File: src/rtl/runahead_redirect_event_gen.sv
// Runahead redirect difftest event producer: episode tracking, checkpoint IDs, event FIFO.
// Optional same-cycle bypass to the sink: define RUNAHEAD_REDIRECT_BYPASS_EN.
module runahead_redirect_event_gen #(
  parameter int          DEPTH  = 4,
  parameter logic [7:0]  COREID = 8'd0
) (
  input  logic        clock,
  input  logic        reset,
  input  logic        io_enter_valid,
  input  logic        io_redirect_valid,
  input  logic [63:0] io_redirect_pc,
  input  logic [63:0] io_redirect_target,
  output logic        io_out_valid,
  input  logic        io_out_ready,
  output logic [7:0]  io_out_coreid,
  output logic [63:0] io_out_pc,
  output logic [63:0] io_out_target_pc,
  output logic [63:0] io_out_checkpoint_id,
  output logic        io_busy,
  output logic        io_err,
  output logic [15:0] io_drop_cnt
);

  localparam int AW = $clog2(DEPTH);

  localparam logic [0:0] ST_NORMAL   = 1'b0;
  localparam logic [0:0] ST_RUNAHEAD = 1'b1;

  typedef struct packed {
    logic [63:0] pc;
    logic [63:0] tgt;
    logic [63:0] id;
  } ev_t;

  logic [0:0]  state_q, state_d;
  logic [63:0] ckpt_q, ckpt_d;
  logic [63:0] cur_id_q, cur_id_d;
  logic        err_q, err_d;
  logic [15:0] drop_q, drop_d;
  logic [AW:0] wr_ptr_q, wr_ptr_d;
  logic [AW:0] rd_ptr_q, rd_ptr_d;
  ev_t         mem_q [DEPTH];
  ev_t         mem_d [DEPTH];

  logic empty;
  logic full;
  logic push_req;
  logic byp;
  logic pop_fifo;
  logic push_fifo;
  logic drop;
  ev_t  in_ev;
  ev_t  head_ev;
  ev_t  out_ev;

  assign empty = (wr_ptr_q == rd_ptr_q);
  assign full  = (wr_ptr_q[AW] != rd_ptr_q[AW]) &&
                 (wr_ptr_q[AW-1:0] == rd_ptr_q[AW-1:0]);

  assign push_req = (state_q == ST_RUNAHEAD) && io_redirect_valid;
  assign in_ev    = '{pc: io_redirect_pc, tgt: io_redirect_target, id: cur_id_q};
  assign head_ev  = mem_q[rd_ptr_q[AW-1:0]];

`ifdef RUNAHEAD_REDIRECT_BYPASS_EN
  assign byp = empty && push_req && io_out_ready;
`else
  assign byp = 1'b0;
`endif

  assign out_ev    = byp ? in_ev : head_ev;
  assign pop_fifo  = !empty && io_out_ready;
  assign push_fifo = push_req && !byp && (!full || pop_fifo);
  assign drop      = push_req && full && !pop_fifo;

  assign io_out_valid         = !empty || byp;
  assign io_out_coreid        = COREID;
  assign io_out_pc            = out_ev.pc;
  assign io_out_target_pc     = out_ev.tgt;
  assign io_out_checkpoint_id = out_ev.id;
  assign io_busy              = (state_q == ST_RUNAHEAD);
  assign io_err               = err_q;
  assign io_drop_cnt          = drop_q;

  always_comb begin
    state_d  = state_q;
    ckpt_d   = ckpt_q;
    cur_id_d = cur_id_q;
    err_d    = err_q;
    case (state_q)
      ST_NORMAL: begin
        if (io_enter_valid) begin
          cur_id_d = ckpt_q;
          ckpt_d   = ckpt_q + 64'd1;
          state_d  = ST_RUNAHEAD;
        end
        if (io_redirect_valid) err_d = 1'b1;
      end
      ST_RUNAHEAD: begin
        // Redirect+enter closes one episode and opens the next at once
        if (io_redirect_valid) begin
          if (io_enter_valid) begin
            cur_id_d = ckpt_q;
            ckpt_d   = ckpt_q + 64'd1;
          end else begin
            state_d = ST_NORMAL;
          end
        end else if (io_enter_valid) begin
          err_d = 1'b1;
        end
      end
      default: state_d = ST_NORMAL;
    endcase
  end

  always_comb begin
    wr_ptr_d = wr_ptr_q;
    rd_ptr_d = rd_ptr_q;
    drop_d   = drop_q;
    for (int i = 0; i < DEPTH; i++) mem_d[i] = mem_q[i];
    if (pop_fifo) rd_ptr_d = rd_ptr_q + 1'b1;
    if (push_fifo) begin
      mem_d[wr_ptr_q[AW-1:0]] = in_ev;
      wr_ptr_d = wr_ptr_q + 1'b1;
    end
    if (drop && (drop_q != 16'hFFFF)) drop_d = drop_q + 16'd1;
  end

  always_ff @(posedge clock or posedge reset) begin
    if (reset) begin
      state_q  <= ST_NORMAL;
      ckpt_q   <= '0;
      cur_id_q <= '0;
      err_q    <= 1'b0;
      drop_q   <= '0;
      wr_ptr_q <= '0;
      rd_ptr_q <= '0;
      for (int i = 0; i < DEPTH; i++) mem_q[i] <= '0;
    end else begin
      state_q  <= state_d;
      ckpt_q   <= ckpt_d;
      cur_id_q <= cur_id_d;
      err_q    <= err_d;
      drop_q   <= drop_d;
      wr_ptr_q <= wr_ptr_d;
      rd_ptr_q <= rd_ptr_d;
      for (int i = 0; i < DEPTH; i++) mem_q[i] <= mem_d[i];
    end
  end

endmodule

File: config.mk
export PLATFORM = sky130hd
export DESIGN_NAME = runahead_redirect_event_gen
export DESIGN_NICKNAME = d
export VERILOG_FILES = /design/src/rtl/runahead_redirect_event_gen.sv
export SDC_FILE = /design/constraint.sdc
export NUM_CORES = 2
export LEC_CHECK = 0
export ABC_CLOCK_PERIOD_IN_PS = 41800
export CAP_MARGIN = 40
export CORE_MARGIN = 3
export CORE_UTILIZATION = 58
export CTS_BUF_LIST = sky130_fd_sc_hd__clkbuf_16
export CTS_CLUSTER_SIZE = 24
export DETAILED_ROUTE_END_ITERATION = 10
export HOLD_SLACK_MARGIN = 0.06
export PLACE_DENSITY = 0.8
export SETUP_SLACK_MARGIN = 0.4
export SYNTH_ARGS = -nofsm -noshare
export SYNTH_HDL_FRONTEND = slang
export SYNTH_SLANG_ARGS = --single-unit
File: constraint.sdc
create_clock -name clock -period 41.8 [get_ports clock]
set_clock_uncertainty 0.1 [all_clocks]
set_input_delay 12.54 -clock clock [delete_from_list [all_inputs] [get_ports clock]]
set_output_delay 12.54 -clock clock [all_outputs]
set_load 0.02 [all_outputs]
==> results.cfg <==
[flow_run]
cap_violations = 0

[die]
dieArea_mm2 = 0.0712
core_area_mm2 = 0.0673
initial_core_util_pct = 58.7
num_rows = 95
die_h_um = 267
io-pin-count = 352
dieWidth_um = 267

[global_routing]
met2_usage_pct = 43.4
grt-busiest-layer = met2
grt_pass1_vias = 24400
use_met1_pct = 32.1
grt_pass1_wl_mm = 139
grt_usage_pct = 25.0
grt_max_degree = 208
antenna_found_initial = 15
grt_overflow = 0
met3_usage_pct = 4.41

[synth]
avgSynthCellArea_um2 = 16.5
synth_cells = 2394
synth_top_area_share_pct = 58.3
ys_seq_area_share_pct = 58.3
synthXorXnorAreaFrac_pct = 1.86
synth-simple-area-share_pct = 2.52
ys_seq_elements = 920
synth_top_cells_by_area = dfrtp_1 (58%), mux2_2 (24%), mux4_2 (11%)
yosysWarnings = 0
ys_types = 39
synthAdderAreaFrac_pct = 0.285
synthArstFlopShare_pct = 100
yosysTopAreaCell = dfrtp_1
synth_compound_area_share_pct = 0.0761
synth_top_family_by_area = multiplexers
syn_area_mm2 = 0.0395
synth_mux_area_share_pct = 34.8
ys.flop_type = dfrtp_1
synth_edf_count = 0

[clock_network]
htree_levels = 3
clock_latency_ns = 0.63
cts_sinks = 920
clk_pin_slew_ns = 0.06
cts_hold_buffers = 0
cts.repair.resized = 0
cts_tree = yes
cts_buffers = 94
clock_path_buffers = 3
cts-root-buf = clkbuf_16
post-cts-setup-buffers = 0

[pwr]
p_leak_nw = 20.8
ir_drop_uv = 45.6
power_density_mw_per_mm2 = 74.2

[timing]
slew_headroom_pct = 21.9
period_needed_ns = 16.50
fin_setup_tns_ns = 0
timing.hold.ws_ns = 0.371
setup_viol = 0
rsz0062_at_grt = false
worst_pin_slew_ns = 1.17
maxSlewViolCount = 0
final_hold_viol_count = 0
final.period_utilization_pct = 39.5
clock.fmax_mhz = 60.6

[critical_path]
crit_start = rd_ptr_q[1]
cp_common_cell = buf_4
r2r_start = rd_ptr_q[1]
critPathTopFamily = buffers and inverters
endpoint_kind = output port
worst_path_max_delay_cell = dfrtp_4
slowest_delay_ns = 0.73
path_class = flop to output port
critical_path_arrival_ns = 3.86
path_max_fanout = 43
crit_buf_inv = 4
start_kind = flop
critical_path_required_ns = 29.16
cp_cell_sequence = buf_4, buf_4, buf_16, mux4_2, clkdlybuf4s50_1

[finish]
layout.cells.non_filler = 3684
syn_to_final_growth_pct = 18.8
final_cell_area_mm2 = 0.0469
utilization_pct = 69.7
fin_nets = 2871
drive_above_1_share_pct = 43.2

[worst_hold_path]
hp-class = flop to flop
min-delay-start = ckpt_q[63]

[drt]
drt_iter0_markers = 1148
wl_per_cell_um = 23.7
finalWirelength_mm = 87.1
vias_per_cell = 5.96
num_vias = 21900
drc = 0
postRouteAntennaNets = 0
dr.pass1.iters = 5

[place]
placed_area_mm2 = 0.0439
place_inst = 3506
dp.final_hpwl_mm = 55.6
io_buffers = 343
gp_congestion = 0.807

[outcome]
outcome = completed
[area by class of cell]
cell class,count,area (um^2)
antenna,15,37.5
inverter,13,56.3
timing repair buffer,384,4080
fill,4326,20400
multi-input combinational,1316,15700
tap,873,1090
clock buffer,97,2430
clock inverter,66,488
sequential,920,23000
[cells in the mapped netlist, types with 8 or more instances]
cell and instances:
mux2_2 828, and3_1 8, mux2_1 8, nand4_1 29
buf_1 14, nor2_1 28, nor3_1 19, clkbuf_1 27
buf_4 26, nand3_1 33, nor4_1 11, xnor2_1 43
ha_1 9, xor2_1 41, dfrtp_1 920, buf_2 84
nand2_1 34, inv_1 13, mux4_2 192
[power breakdown]
part	internal (mW)	total (mW)	switching, mW
Clock	0.461	0.800	0.340
Sequential	1.17	1.33	0.158
Combinational	0.741	1.35	0.607
Total	2.37	3.48	1.10
[worst reg2reg max path: stages (launching register included)]
cell and delay [ns]:
dfrtp_4 0.73, buf_4 0.50, buf_4 0.43, buf_16 0.33, xnor2_1 0.21, and4b_1 0.35, nor2b_1 0.08, buf_4 0.19
nand2_4 0.55, buf_4 0.60, buf_12 0.29, buf_4 0.64, mux2_2 0.45
[final timing paths]
| kind | endpoint | slack [ns] | cells after the start |
|---|---|---|---|
| min in group asynchronous | mem_q[516] | 12.43 | 2 |
| setup / recovery | io_out_checkpoint_id[62] | 25.30 | 5 |
| setup reg to reg | mem_q[339] | 36.23 | 12 |
| hold / removal | ckpt_q[63] | 0.37 | 1 |
| max in group asynchronous | mem_q[592] | 26.99 | 7 |
| hold reg to reg | ckpt_q[63] | 0.37 | 1 |
[state kept, by name, indices dropped and copies added (netlist names)]
signal / cells
ckpt_q: 64
cur_id_q: 64
io_busy: 1
io_drop_cnt: 16
io_err: 1
mem_q: 768
rd_ptr_q: 3
wr_ptr_q: 3
[layer usage]
layer | vias to the layer above | part of all wire [%]
met5 | - | 0.015
met4 | 2 | 3.1
met3 | 162 | 4.3
met2 | 464 | 52
met1 | 11800 | 41
li1 | 9539 | -
[kinds of logic after synthesis]
group | after synthesis
flops | 920
mux | 1028
fa+ha+maj | 9
simple gates | 183
buf+inv | 165
xor+xnor | 84
compound gates | 4
other cells | 1
[cell usage in the layout (no fill, tap or decap), drive strengths merged, types with 14 or more instances in the layout]
master,synthesis,final
nand3,33,33
mux4,192,192
nand4,31,31
inv,13,29
clkinv,0,37
nor3,19,19
diode,0,15
mux2,836,836
dfrtp,920,920
nor4,14,14
buf,124,41
nor2,28,28
xor2,41,41
xnor2,43,43
clkbuf,28,97
clkdlybuf4s50,0,343
nand2,34,34
[through the flow]
stage	worst slack, ns	power, mW
floorplan	3.29	2.19
global placement	24.99	2.62
detailed placement	25.29	2.70
CTS	25.19	3.51
global route	25.12	3.64
finish	25.30	3.48
No activity file was read; power rests on OpenSTA's default activity.
